### src/rtl/adunare_pipelined_if.sv
// Operand/result handshake bundle for the pipelined chunked adder.
// The producer drives operands and consumes results (master). The adder sits on the slave side.
interface adunare_pipelined_if #(
   parameter int WIDTH = 16
);
   logic             in_valid;
   logic             in_ready;
   logic [WIDTH-1:0] x;
   logic [WIDTH-1:0] y;
   logic             c0;
   logic             sub;
   logic             out_valid;
   logic             out_ready;
   logic [WIDTH-1:0] s;
   logic             cout;
   logic             ovf;

   modport master (
      output in_valid, x, y, c0, sub, out_ready,
      input  in_ready, out_valid, s, cout, ovf
   );

   modport slave (
      input  in_valid, x, y, c0, sub, out_ready,
      output in_ready, out_valid, s, cout, ovf
   );
endinterface

### src/rtl/adunare_pipelined.sv
// WIDTH-bit add/subtract split into CHUNK-bit slices, one pipeline stage per slice.
// The carry between slices is registered, so the critical path is a single CHUNK-bit add.
// Each stage forwards only the operand chunks that are not yet added, plus the sum chunks
// produced so far. The whole pipe advances together and freezes when the result is blocked.
module adunare_pipelined #(
   parameter int WIDTH = 16,
   parameter int CHUNK = 4
) (
   input  logic               clk,
   input  logic               rst,
   adunare_pipelined_if.slave bus
);
   localparam int STAGES = WIDTH / CHUNK;

   logic adv_s;
   logic ovf_r;

   // The pipe moves when the output slot is empty or is being drained this cycle.
   assign adv_s        = !bus.out_valid || bus.out_ready;
   assign bus.in_ready = adv_s;

   for (genvar k = 0; k < STAGES; k++) begin : g_stage
      localparam int REM = WIDTH - k * CHUNK;

      logic [REM-1:0]         rem_a_s;
      logic [REM-1:0]         rem_b_s;
      logic                   cin_s;
      logic                   vin_s;
      logic [CHUNK:0]         add_s;
      logic [(k+1)*CHUNK-1:0] sum_s;
      logic [(k+1)*CHUNK-1:0] sum_r;
      logic                   carry_r;
      logic                   valid_r;

      if (k == 0) begin : g_head
         // Subtraction becomes x + ~y + ~c0, so y and c0 are conditioned once, at acceptance.
         assign rem_a_s = bus.x;
         assign rem_b_s = bus.sub ? ~bus.y : bus.y;
         assign cin_s   = bus.sub ? ~bus.c0 : bus.c0;
         assign vin_s   = bus.in_valid;
         assign sum_s   = add_s[CHUNK-1:0];
      end else begin : g_body
         assign rem_a_s = g_stage[k-1].g_fwd.a_r;
         assign rem_b_s = g_stage[k-1].g_fwd.b_r;
         assign cin_s   = g_stage[k-1].carry_r;
         assign vin_s   = g_stage[k-1].valid_r;
         assign sum_s   = {add_s[CHUNK-1:0], g_stage[k-1].sum_r};
      end

      assign add_s = {1'b0, rem_a_s[CHUNK-1:0]}
                   + {1'b0, rem_b_s[CHUNK-1:0]}
                   + {{CHUNK{1'b0}}, cin_s};

      // Stage valid follows the pipe on every advance; data only loads for real transactions
      // so the visible result stays put across bubbles.
      always_ff @(posedge clk) begin
         if (rst) begin
            valid_r <= 1'b0;
            carry_r <= 1'b0;
            sum_r   <= '0;
         end else if (adv_s) begin
            valid_r <= vin_s;
            if (vin_s) begin
               carry_r <= add_s[CHUNK];
               sum_r   <= sum_s;
            end
         end
      end

      if (k < STAGES - 1) begin : g_fwd
         logic [REM-CHUNK-1:0] a_r;
         logic [REM-CHUNK-1:0] b_r;

         // Carry the still-unadded upper operand chunks down to the next stage.
         always_ff @(posedge clk) begin
            if (rst) begin
               a_r <= '0;
               b_r <= '0;
            end else if (adv_s && vin_s) begin
               a_r <= rem_a_s[REM-1:CHUNK];
               b_r <= rem_b_s[REM-1:CHUNK];
            end
         end
      end

      if (k == STAGES - 1) begin : g_tail
         // Signed overflow: carry into the MSB (a^b^sum at the MSB) differs from carry out.
         always_ff @(posedge clk) begin
            if (rst) begin
               ovf_r <= 1'b0;
            end else if (adv_s && vin_s) begin
               ovf_r <= rem_a_s[CHUNK-1] ^ rem_b_s[CHUNK-1] ^ add_s[CHUNK-1] ^ add_s[CHUNK];
            end
         end
      end
   end

   assign bus.out_valid = g_stage[STAGES-1].valid_r;
   assign bus.s         = g_stage[STAGES-1].sum_r;
   assign bus.cout      = g_stage[STAGES-1].carry_r;
   assign bus.ovf       = ovf_r;
endmodule

### src/flat_wrapper.sv
// flat-port wrapper written by rule: the top's interface ports become plain ports
module adunare_pipelined_flat 
#(
   parameter int WIDTH = 16,
   parameter int CHUNK = 4
)
  (clk, rst, bus_in_valid, bus_x, bus_y, bus_c0, bus_sub, bus_out_ready, bus_in_ready, bus_out_valid, bus_s, bus_cout, bus_ovf);
  adunare_pipelined_if #(.WIDTH(WIDTH)) bus_i ();
  input  logic clk;
  input  logic rst;
  input wire logic [$bits(bus_i.in_valid)-1:0] bus_in_valid;
  input wire logic [$bits(bus_i.x)-1:0] bus_x;
  input wire logic [$bits(bus_i.y)-1:0] bus_y;
  input wire logic [$bits(bus_i.c0)-1:0] bus_c0;
  input wire logic [$bits(bus_i.sub)-1:0] bus_sub;
  input wire logic [$bits(bus_i.out_ready)-1:0] bus_out_ready;
  output wire logic [$bits(bus_i.in_ready)-1:0] bus_in_ready;
  output wire logic [$bits(bus_i.out_valid)-1:0] bus_out_valid;
  output wire logic [$bits(bus_i.s)-1:0] bus_s;
  output wire logic [$bits(bus_i.cout)-1:0] bus_cout;
  output wire logic [$bits(bus_i.ovf)-1:0] bus_ovf;
  assign bus_i.in_valid = bus_in_valid;
  assign bus_i.x = bus_x;
  assign bus_i.y = bus_y;
  assign bus_i.c0 = bus_c0;
  assign bus_i.sub = bus_sub;
  assign bus_i.out_ready = bus_out_ready;
  assign bus_in_ready = bus_i.in_ready;
  assign bus_out_valid = bus_i.out_valid;
  assign bus_s = bus_i.s;
  assign bus_cout = bus_i.cout;
  assign bus_ovf = bus_i.ovf;
  adunare_pipelined #(.WIDTH(WIDTH), .CHUNK(CHUNK)) u_core (.clk(clk), .rst(rst), .bus(bus_i));
endmodule
### config.mk
export PLATFORM = sky130hd
export DESIGN_NAME = adunare_pipelined_flat
export DESIGN_NICKNAME = d
export VERILOG_FILES = /design/src/rtl/adunare_pipelined_if.sv /design/src/rtl/adunare_pipelined.sv /design/src/flat_wrapper.sv
export SDC_FILE = /design/constraint.sdc
export NUM_CORES = 1
export LEC_CHECK = 0
export ABC_AREA = 1
export CORE_MARGIN = 1
export CORE_UTILIZATION = 56
export DETAILED_ROUTE_END_ITERATION = 7
export PLACE_DENSITY = 0.81
export SLEW_MARGIN = 10
export SYNTH_ARGS = -nofsm -noshare
export SYNTH_HDL_FRONTEND = slang
export SYNTH_SLANG_ARGS = --single-unit
### constraint.sdc
create_clock -name clk -period 3.43 [get_ports clk]
set_input_delay 0.343 -clock clk [delete_from_list [all_inputs] [get_ports clk]]
set_output_delay 0.343 -clock clk [all_outputs]
set_load 0.05 [all_outputs]
==> results.txt, run 1 <==
- Share of total power in combinational logic: 0.142
- After detailed routing, the number of vias per cell comes to 4.94.
- # IOs: 58
* Reg2Reg Capture Point: u_core.g_stage[1].carry_r
* Sort of element at the end of the critical path: flop
- For this block, the via count after detailed routing is 3258.
- Leading cell type in the layout, fill and taps excluded: nor2_1
- Share of layout cells above drive strength 1: 0.0532
- The clock passes through at most 2 buffers.
- Total instance count after detailed placement: 645
- RSZ-0062 raised after global routing: no
- Of the total power, the clock network draws 0.333.
- Of the total power, registers draw 0.525.
- DRT iter0 DRCs: 154
* Number of H-tree levels: 3
- Cell chosen for the clock root: clkbuf_8
* Worst Clk Skew: 0.0101 ns
- Across the run, the number of max-cap violations was 0.
* Hold Path Origin: u_core.g_stage[0].carry_r
- The routed design has 7.42 mm of wire.
- The number of failing hold endpoints at the final stage was 0.
* Part of the Yosys area used for sequential elements: 0.469
- The number of nets in the synthesized netlist is 576.
- Final count of negative-setup-slack endpoints: 0
* Global-route wire length before repair: 12.6 mm
- Sum of overflow across all layers after global routing: 0
* Cells after synthesis: 518
- Required arrival time at the worst endpoint: 3.68 ns
- Multi-input combinational cell area: 1880 um^2
* VDD IR-drop max: 0.218 mV
- The synthesized design contains 97 register bits.
* Final worst path period share: 0.645
- Timing-limited maximum frequency: 452 MHz
- Antenna violations before repair: 0
* Tightest Hold Check Type: flop to flop
* Vias in the first global route: 2952
- Counting the fill cells in the layout gives 583.
- Die extent in x: 88.0 um
- Count of nets left with antenna violations after detail routing: 0
- The area growth from synthesis to layout is 18.0%.
* Total number of placement rows: 30
- Flop2flop setup slack: 1.72 ns
- IO Port Bufs: 57
* Total die area: 7740 um^2
* Die height: 88.0 um
- In the global route stage, overall resource usage came out at 0.210.
- Buffers inserted to repair hold after CTS numbered 0.
- Across the whole layout, storage elements account for 1940 um^2.
- Slew @ Worst Pin: 0.629 ns
- Buffers inserted during clock tree synthesis total 9.
- At the end of routability-driven placement, the weighted congestion stood at 0.864.
* Worst setup slack before clock tree synthesis: 0.813 ns
- Clock latency of the later-clocked register in the worst-skew pair: 0.36 ns
- Critical Path Source Type: primary input
* Total DRC errors in the routed layout: 0
* Crit path kind: primary input to flop
- Clock-pin slew was measured on the worst setup and hold paths at 0.08 ns.
- Number of distinct library cells after synthesis: 26
- Critical-path maximum fanout: 10
* Number of pins with negative max-slew slack in the final report: 0
- Worst Reg2Reg Path Length in Cells: 8
- Averaged over all synthesized cells, the footprint is 8.00 um^2.
- Maximum number of pins on one net before global-route repair: 83
- Leakage power total: 0.00207 uW
* Final critical-path required period: 2.21 ns
* Core Area: 6980 um^2
- Data arrival time of the worst path: 2.46 ns
- In the final timing run, aggregate negative setup slack is 0 ns.
* Hold Path Sink: u_core.g_stage[0].carry_r
- Yosys mapped a number of flops with a built-in enable equal to 0.
- Post-route non-filler standard cell count: 660
* Reported net switching power: 596 uW
* Switching share of total power: 0.255
* Async SR Flop Fraction: 0
- PwrDens: 479 nW/um^2
- The clock net in this run drives a total of 97 sinks.
- Headroom to the max-slew limit came out at 0.581.
* Starting density of the core: 0.593
- In the final routed layout, each cell accounts on average for 11.2 um.
- For this run, the post-layout net count is 618.
* Drt pass-1 iters: 5
- Among all flip-flop cells after synthesis, the most frequent one is dfxtp_1.
- Setup slack of the critical path after layout: 1.22 ns
- Commonest non-fill, non-tap cells in the layout: 116 x nor2_1, 97 x dfxtp_1, 65 x o21ai_0
* Total half-perimeter wirelength after legalization and detailed placement: 5.20 mm
* Post_cts resized: 0
- The internal portion of the total power is 1740 uW.
- Number of inserted diodes: 0
- Yosys Warn Count: 0
- TritonCTS built the clock tree.
* Hold-critical path depth: 2
* Status: finished clean
- Area of the mapped netlist: 4140 um^2
- Startpoint of the lowest-slack register-to-register path: u_core.g_stage[0].g_fwd.b_r[0]
- The number of setup buffers added after CTS is 0.
-- cell type report --
class / count / share of cell area
inverters: 38 / 0.0299
well taps: 96 / 0.0246
repair buffers: 60 / 0.121
multi-input cells: 354 / 0.384
clock inverters: 5 / 0.0166
clock buffers: 10 / 0.0261
flip-flops and latches: 97 / 0.397
-- registers in the layout, summed over array words and instances (netlist names) --
register	cells
u_core.g_stage.g_fwd.a_r	24
u_core.g_stage.g_fwd.b_r	24
u_core.g_stage.sum_r	24
u_core.bus.s	16
u_core.g_stage.carry_r	3
u_core.g_stage.valid_r	3
u_core.bus.cout	1
u_core.bus.out_valid	1
u_core.bus.ovf	1
-- synthesized netlist by cell type (all sizes together), types with 5 or more instances --
cell      n  area (um^2)
fa        8          160
nand3    12         60.1
xor2     14          123
ha       12          150
inv      37          141
clkbuf    6         23.8
buf      23          151
nand2    53          219
dfxtp    97         1940
o21ai    82          410
nor2    117          455
xnor2     5         43.8
a21oi    49          245
-- worst max-delay path: stages --
cell and delay, ns:
clkdlybuf4s50_1 0.80, xnor2_1 0.18, fa_1 0.40, inv_1 0.09
fa_1 0.42, o21ai_0 0.18, nor2_1 0.05
-- routing by layer --
layer / wire (um) / track usage / vias up
li1: - / - / 1749
met1: 3650 / 0.262 / 1425
met2: 3360 / 0.349 / 74
met3: 285 / 0.0349 / 10
met4: 121 / 0.110 / 0
met5: 0 / 0 / -
-- how the worst max path moves through the flow --
stage             from                          to  slack (ns)
2_1_floorplan  bus_sub  u_core.g_stage[0].sum_r[1]        1.48
3_3_place_gp   bus_sub  u_core.g_stage[0].sum_r[1]        0.90
3_5_place_dp   bus_sub  u_core.g_stage[0].sum_r[1]        0.81
4_1_cts        bus_sub  u_core.g_stage[0].sum_r[1]        1.20
5_1_grt        bus_sub  u_core.g_stage[0].sum_r[1]        1.06
6_report       bus_sub  u_core.g_stage[0].sum_r[1]        1.22
-- per-stage QoR --
| step | instance area (um^2) | util | total power [uW] | hold WS, ns |
|---|---|---|---|---|
| 6_report | 4890 | 0.700 | 2340 | 0.471 |
| 5_1_grt | 4890 | 0.700 | 2450 | 0.484 |
| 4_1_cts | 4890 | 0.700 | 2350 | 0.467 |
| 3_5_place_dp | 4680 | 0.670 | 1590 | 0.454 |
| 3_3_place_gp | 4680 | 0.670 | 1570 | 0.447 |
| 2_1_floorplan | 4140 | - | 1490 | 0.429 |
-- power groups by stage --
stage / clock network [uW] / logic, uW / registers (uW)
final: 779 / 332 / 1230
after global routing: 837 / 375 / 1240
after CTS: 791 / 334 / 1230
after detailed placement: 0 / 332 / 1250
after global placement: 0 / 321 / 1250
after floorplan: 0 / 212 / 1270
-- kinds of logic (layout without fill, tap and decap cells) --
group	Yosys count	in the layout	synth area share
fa+ha+maj	20	20	0.0749
xor+xnor	19	19	0.0402
buf+inv	67	113	0.0776
simple gates	184	184	0.180
compound gates	131	131	0.158
flops	97	97	0.469
Power figures use the tool's default switching activity.
==> run 2, diff against run 1 <==
CORE_UTILIZATION = 49   (was 56)
PLACE_DENSITY = 0.76   (was 0.81)
clock period = 2 ns   (was 3.43 ns; I/O delays follow)
==> run 2 against run 1 <==
Core utilization fell by 9.7 points. Sequential power rose by 72%. First-iteration DRC count fell by 13%. Setup slack got worse by 0.96 ns. Hold slack got worse by 0.011 ns. Critical path type is now flop to output port.
==> results.txt, run 2 (synthesis gave the netlist of run 1 again) <==
* Status: finished clean
* Final critical-path required period: 1.75 ns
- The number of remaining DRC errors is 0 (unchanged).
- The total half-perimeter wirelength after legalization and detailed placement was 5.55 mm (+6.7%).
- DRT iter0 DRCs: 134 (-13%)
* Slew @ Worst Pin: 0.491 ns (-0.138 ns)
* Post-route non-filler standard cell count: 674 (+2.1%)
- The cell family contributing the most delay on the critical path is buffers and inverters.
- Sum of buffers and inverters on the critical path: 1 (-1)
- Worst Reg2Reg Path Length in Cells: 8 (unchanged)
- The worst hold path belongs to the class flop to flop.
- The pre-CTS worst setup slack is -0.115 ns (-0.927 ns).
- The switching power total is 1010 uW (+70%).
- The number of sinks handled by clock tree synthesis was 97 (unchanged).
- Worst slew margin: 0.672 (+0.0912)
- The via count of the first global-routing pass came to 3214 (+8.9%).
* Power share of the sequential group: 0.512 (-0.013)
- Max clock buf depth: 2 (unchanged)
* Data arrival time of the worst path: 1.55 ns (-0.91 ns)
- Number of inserted diodes: 0 (unchanged)
- Post-CTS setup buffers: 0 (unchanged)
* Cell chosen for the clock root: clkbuf_8
- Count of hold buffers inserted by post-cts repair: 0 (unchanged)
* CTS buffer count: 9 (unchanged)
- Wirelength per Cell: 11.6 um (+3.5%)
- IO Port Bufs: 57 (unchanged)
- The area of the core was 8220 um^2 (+18%).
- CP max stage cell: clkdlybuf4s50_1
* Nets: 623 (+0.81%)
* Final non-filler cell area: 4950 um^2 (+1.4%)
- The post-route clock skew was 0.00486 ns (-0.00519 ns).
* Die extent in x: 93.9 um (+6.8%)
- Setup repair after global routing left no endpoint under its margin.
* P&R area growth vs syn: 19.6%
- Global-route wire length before repair: 13.7 mm (+8.5%)
* Final WL: 7.84 mm (+5.6%)
* Final weighted congestion in routability-driven placement: 0.832 (-3.7%)
* Critical-path maximum fanout: 2 (-8)
* VDD IR-drop max: 0.459 mV (+110%)
* TritonCTS clock tree: yes
* Leakage power total: 0.00211 uW (+1.8%)
- The worst path setup slack after routing is 0.253 ns (-0.964 ns).
- Placed Instance Area: 4730 um^2 (+0.99%)
* Timing-limited maximum frequency: 572 MHz
* CP Cell Sequence: clkdlybuf4s50_1
- The first-pass iteration count of the detailed router was 4 (-1).
* Antenna violations before repair: 0 (unchanged)
- The total grt overflow was 0 (unchanged).
* Number of H-tree levels: 3 (unchanged)
- The latest clock arrival within the worst-skew pair was 0.35 ns (about the same).
* Number of pins with negative max-slew slack in the final report: 0 (unchanged)
* Hold-critical path depth: 2 (unchanged)
* Biggest cell delay along the critical path: 0.82 ns (+0.02 ns)
* Sort of element at the end of the critical path: output port
- The library cell used most frequently in the layout, excluding fill and tap cells, is nor2_1.
* Total die area: 8820 um^2 (+14%)
* Via density per instance: 4.99 (+0.99%)
- In the finished design, the share of the clock period the worst path needs comes to 0.874.
* Total instance count after detailed placement: 659 (+2.2%)
- The internal power consumption is 3100 uW (+78%).
- GRT Overall Usage: 0.196 (-0.0139)
- Die height: 93.9 um (+6.8%)
- The share of cells above drive strength 1 was 0.0633 (+0.0101).
- PwrDens: 830 nW/um^2 (+73%)
- The total vias in the final route is 3360 (+3.1%).
- The switching share of power came to 0.246 (-0.00853).
* Top Registers: u_core.g_stage.g_fwd.a_r x24, u_core.g_stage.g_fwd.b_r x24, u_core.g_stage.sum_r x24
- Commonest non-fill, non-tap cells in the layout: 116 x nor2_1, 97 x dfxtp_1, 65 x o21ai_0
* Hold Fails Final Rpt: 0 (unchanged)
- The setup violation total in the final timing report is 0 (unchanged).
* Starting density of the core: 0.504 (-0.0892)
* Crit path kind: flop to output port
- # IOs: 58 (unchanged)
* Clock slew seen by the registers of the worst setup and hold paths: 0.08 ns (about the same)
* Share of total power in combinational logic: 0.142 (about the same)
- The placement row count came to 33 (+10%).
* Max_cap viols: 0 (unchanged)
- Critical Path Source Type: flop
* Clock power frac: 0.345 (+0.012)
* Post_cts resized: 0 (unchanged)
* Maximum number of pins on one net before global-route repair: 44 (-47%)
* Number of gates on the worst path with buffers counted: 1 (-6)
* Required arrival time at the worst endpoint: 1.80 ns (-1.88 ns)
- Count of nets left with antenna violations after detail routing: 0 (unchanged)
==> run 2: cell types whose count changed in the layout (fill, tap and decap cells not counted), sizes merged <==
cell / delta
buf: +6
clkbuf: +3
clkinv: -2
clkdlybuf4s50: -1
clkinvlp: -1
==> run 2: power by group through the flow <==
stage	registers [uW]	clock network (uW)	logic, uW
3_3_place_gp	2150	0	562
2_1_floorplan	2180	0	364
6_report	2110	1420	586
3_5_place_dp	2150	0	581
4_1_cts	2110	1450	588
5_1_grt	2120	1520	665
==> run 2: metal layers <==
metal,up-vias,wire (um),global-route usage,part of all wire
li1,1755,-,-,-
met1,1507,3790,0.247,0.48
met2,80,3570,0.324,0.45
met3,18,300,0.0307,0.038
met4,0,180,0.0987,0.023
met5,-,0,0,0
==> run 2: path summary, 6_finish.rpt <==
path / startpoint / to / slack, ns
setup / recovery: u_core.bus.out_valid / bus_out_valid / 0.25
hold / removal: u_core.g_stage[0].g_fwd.b_r[11] / u_core.g_stage[1].g_fwd.b_r[7] / 0.46
setup reg to reg: u_core.g_stage[0].g_fwd.b_r[0] / u_core.g_stage[1].carry_r / 0.31
hold reg to reg: u_core.g_stage[0].g_fwd.b_r[11] / u_core.g_stage[1].g_fwd.b_r[7] / 0.46
==> run 2: final cells by class <==
type / instances / area (um^2)
Timing Repair Buffer: 65 / 628
Sequential cell: 97 / 1940
Clock inverter: 2 / 60.1
Fill cell: 748 / 3260
Clock buffer: 13 / 169
Tap cell: 105 / 131
Inverter: 38 / 146
Multi-Input combinational cell: 354 / 1880
==> run 2: per-stage QoR <==
stage               TNS [ns]  utilization  hold slack, ns  total power (uW)
global placement     -0.0708        0.575           0.444              2710
global route               0        0.603           0.484              4300
detailed placement    -0.245        0.575           0.453              2730
finish                     0        0.603           0.460              4110
CTS                        0        0.603           0.455              4140
floorplan                  0            -           0.364              2550
==> run 2: tightest hold or removal path, stage by stage, from the launching register on <==
cell,delay (ns)
dfxtp_1,0.31
inv_1,0.06
a21oi_1,0.05
==> run 3, diff against run 2 <==
CORE_UTILIZATION = 54   (was 49)
PLACE_DENSITY = 0.79   (was 0.76)
clock period = 1.67 ns   (was 2 ns; I/O delays follow)
==> run 3 against run 2 <==
Sequential power up 20%. Final area rose by 1.3%. First-iteration DRC count is 1.5% lower. Sequential share of layout area is 0.40 points lower. Non-clock buffer count grew 5. Power increased by 20%. Clock power grew 20%. Clock skew up 0.0055 ns. Global-route usage up 1.4 points. Largest power group unchanged.
==> results.txt, run 3 (synthesis gave the netlist of run 1 again) <==
- The antenna diode instance count was 0 (unchanged).
* Total half-perimeter wirelength after legalization and detailed placement: 5.70 mm (+2.8%)
- Required arrival time at the worst endpoint: 1.97 ns (+0.17 ns)
* Reg2Reg Capture Point: u_core.g_stage[2].carry_r
* PwrDens: 987 nW/um^2 (+19%)
- The number of buffers inserted during clock tree synthesis was 9 (unchanged).
- In this run the most critical hold path is launched from bus_x[7].
* Total instance count after detailed placement: 657 (-0.30%)
- The DRC marker count from the first detailed-route iteration was 132 (-1.5%).
- GR Layer Usage met3: 0.0311 (+0.000334)
* Die extent in x: 89.6 um (-4.6%)
- Total number of placement rows: 31 (-6.1%)
- The path class of the tightest hold or removal check is primary input to flop.
- Count of nets left with antenna violations after detail routing: 0 (unchanged)
* Drt pass-1 iters: 4 (unchanged)
- Hold-critical path depth: 3 (+1)
* Sort of element at the end of the critical path: flop
- Hold Fails Final Rpt: 0 (unchanged)
* Share of layout cells above drive strength 1: 0.132 (+0.0689)
* Worst slew margin: 0.783 (+0.111)
- Antenna violations before repair: 0 (unchanged)
- The global-route wire length before repair is 13.1 mm (-4.5%).
- The combinational group share of total power is 0.146 (+0.004).
* Final count of negative-setup-slack endpoints: 0 (unchanged)
* Number of H-tree levels: 3 (unchanged)
* Timing-limited maximum frequency: 625 MHz
* Clock sink total: 97 (unchanged)
- Vias in the first global route: 3123 (-2.8%)
- Internal Pwr Total: 3660 uW (+18%)
- Max clock buf depth: 2 (unchanged)
- Setup repair after global routing could not meet its margin everywhere.
- The setup slack on the worst flop-to-flop path came to 0.07 ns (-0.24 ns).
- The final layout net count was 628 (+0.80%).
- Post-route non-filler standard cell count: 674 (unchanged)
- Leading cell type in the layout, fill and taps excluded: nor2_1
- In the final layout, the registers with the most flip-flops are u_core.g_stage.g_fwd.a_r x24, u_core.g_stage.g_fwd.b_r x24, u_core.g_stage.sum_r x24.
* Reported net switching power: 1290 uW (+28%)
* Final worst path period share: 0.959
* Sum of overflow across all layers after global routing: 0 (unchanged)
- The top fanout value on the critical path is 2 (unchanged).
- Via density per instance: 4.97 (-0.36%)
- Maximum number of pins on one net before global-route repair: 65 (+48%)
* Final WL: 7.92 mm (+1.0%)
* Hold Path Sink: u_core.g_stage[0].g_fwd.a_r[3]
- The switching share of power came to 0.261 (+0.0146).
* Overall via count from detail_route: 3348 (-0.36%)
- The effective utilization at floorplan was 0.565 (+0.0609).
- The routed length per instance came to 11.7 um (+1.0%).
* Fill cell total of the finished layout: 596 (-20%)
- TritonCTS clock tree: yes
- Die height: 89.6 um (-4.6%)
- The worst ir drop on vdd came to 0.414 mV (-9.8%).
* Crit path kind: flop to flop
* Data arrival time of the worst path: 1.90 ns (+0.35 ns)
- The routed design could run at a clock period as short as 1.60 ns.
- Worst Reg2Reg Path Length in Cells: 8 (unchanged)
- The number of top-level design ports was 58 (unchanged).
- Leakage power total: 0.00220 uW (+4.4%)
* Worst Clk Skew: 0.0104 ns (+0.00550 ns)
- The number of remaining DRC errors was 0 (unchanged).
- Total die area: 8020 um^2 (-9.1%)
- Final weighted congestion in routability-driven placement: 0.819 (-1.6%)
- Relative to the synthesized area, the layout overhead comes to 21.2%.
- The clock transition at the registers of the reported paths came to 0.10 ns (+0.02 ns).
- Final worst hold slack: 0.409 ns (-0.0514 ns)
* Number of pins with negative max-slew slack in the final report: 0 (unchanged)
- The area of the core came to 7330 um^2 (-11%).
* Startpoint of the lowest-slack register-to-register path: u_core.g_stage[1].carry_r
* Max_cap viols: 0 (unchanged)
* Count of hold buffers inserted by post-cts repair: 0 (unchanged)
- The register area came to 1950 um^2 (+0.26%).
- Met2 routing resource usage after global routing: 0.362 (+0.0380)
- The tree is rooted in a clkbuf_8.
- The area of combinational cells with multiple inputs came to 1900 um^2 (+1.3%).
- Grt peak-use layer: met2
- The all-layer global routing usage came to 0.210 (+0.0142).
* Critical Path Source Type: flop
* IO Port Bufs: 57 (unchanged)
- The library cells used most frequently in the layout, excluding fill and tap cells, are 116 x nor2_1, 93 x dfxtp_1, 64 x o21ai_0.
* Clock power frac: 0.343 (-0.002)
- Status: finished clean
- Power share of the sequential group: 0.511 (about the same)
- The latest clock arrival within the worst-skew pair is 0.36 ns (about the same).
- Slew @ Worst Pin: 0.324 ns (-0.166 ns)
- The met1 demand-to-capacity share in global routing came to 0.260 (+0.0131).
run 3: changes by cell type in the layout (fill, tap and decap cells not counted), moves of 2 or more:
cell / delta
dfxtp_2: +4
clkbuf_8: -2
fa_1: -7
buf_12: +4
dfxtp_1: -4
inv_2: +2
inv_1: -2
buf_4: +20
fa_2: +7
clkdlybuf4s50_1: -20
run 3: critical path, cell delays in order, from the launching register on:
cell and delay [ns]:
dfxtp_2 0.34, inv_1 0.06, fa_2 0.40, fa_2 0.35
inv_1 0.06, nand2_1 0.06, a21oi_1 0.13, nor3_1 0.06
nor2_1 0.08
run 3: power by group through the flow:
stage	Clock, uW	Combinational [uW]	Sequential, uW
5_1_grt	1810	818	2540
3_5_place_dp	0	714	2580
6_report	1700	723	2530
2_1_floorplan	0	443	2620
3_3_place_gp	0	690	2570
4_1_cts	1710	721	2530
run 3: area by class of cell:
class / instances / share of cell area
clock buffers: 10 / 0.0274
clock inverters: 6 / 0.0180
inverters: 38 / 0.0292
multi-input cells: 354 / 0.379
flip-flops and latches: 97 / 0.388
well taps: 99 / 0.0247
repair buffers: 70 / 0.134
run 3: what timing repair did:
item	in CTS	in global routing
buffers inserted	0	1
endpoints found under the setup margin	2	9
resized for setup	1	11
gates cloned	0	0
pin swaps	0	3
run 3: metal layers:
metal | share of wire | wire length, um | up-vias
met5 | 0 | 0 | -
met4 | 0.020 | 158 | 0
met3 | 0.039 | 308 | 12
met2 | 0.46 | 3660 | 80
met1 | 0.48 | 3790 | 1485
li1 | - | - | 1771
run 3: metrics by stage:
step            util  worst slack [ns]   TNS, ns  cell area (um^2)  power, uW
2_1_floorplan      -           0.00396         0              4160       3060
3_3_place_gp   0.649            -0.344     -1.21              4760       3260
3_5_place_dp   0.649            -0.387     -1.45              4760       3290
4_1_cts        0.681           0.00115         0              4990       4960
5_1_grt        0.685          -0.00413  -0.00413              5020       5170
6_report       0.685            0.0688         0              5020       4950
run 3: worst max-delay path by stage:
| stage | start | end | slack [ns] | cells after the start |
|---|---|---|---|---|
| 2_1_floorplan | bus_sub | u_core.g_stage[0].carry_r | 0.004 | 10 |
| 3_3_place_gp | bus_sub | u_core.g_stage[0].carry_r | -0.34 | 9 |
| 3_5_place_dp | bus_sub | u_core.g_stage[0].sum_r[1] | -0.39 | 6 |
| 4_1_cts | u_core.g_stage[0].g_fwd.b_r[0] | u_core.g_stage[1].carry_r | 0.001 | 8 |
| 5_1_grt | u_core.g_stage[1].carry_r | u_core.g_stage[2].carry_r | -0.004 | 8 |
| 6_report | u_core.g_stage[1].carry_r | u_core.g_stage[2].carry_r | 0.07 | 8 |
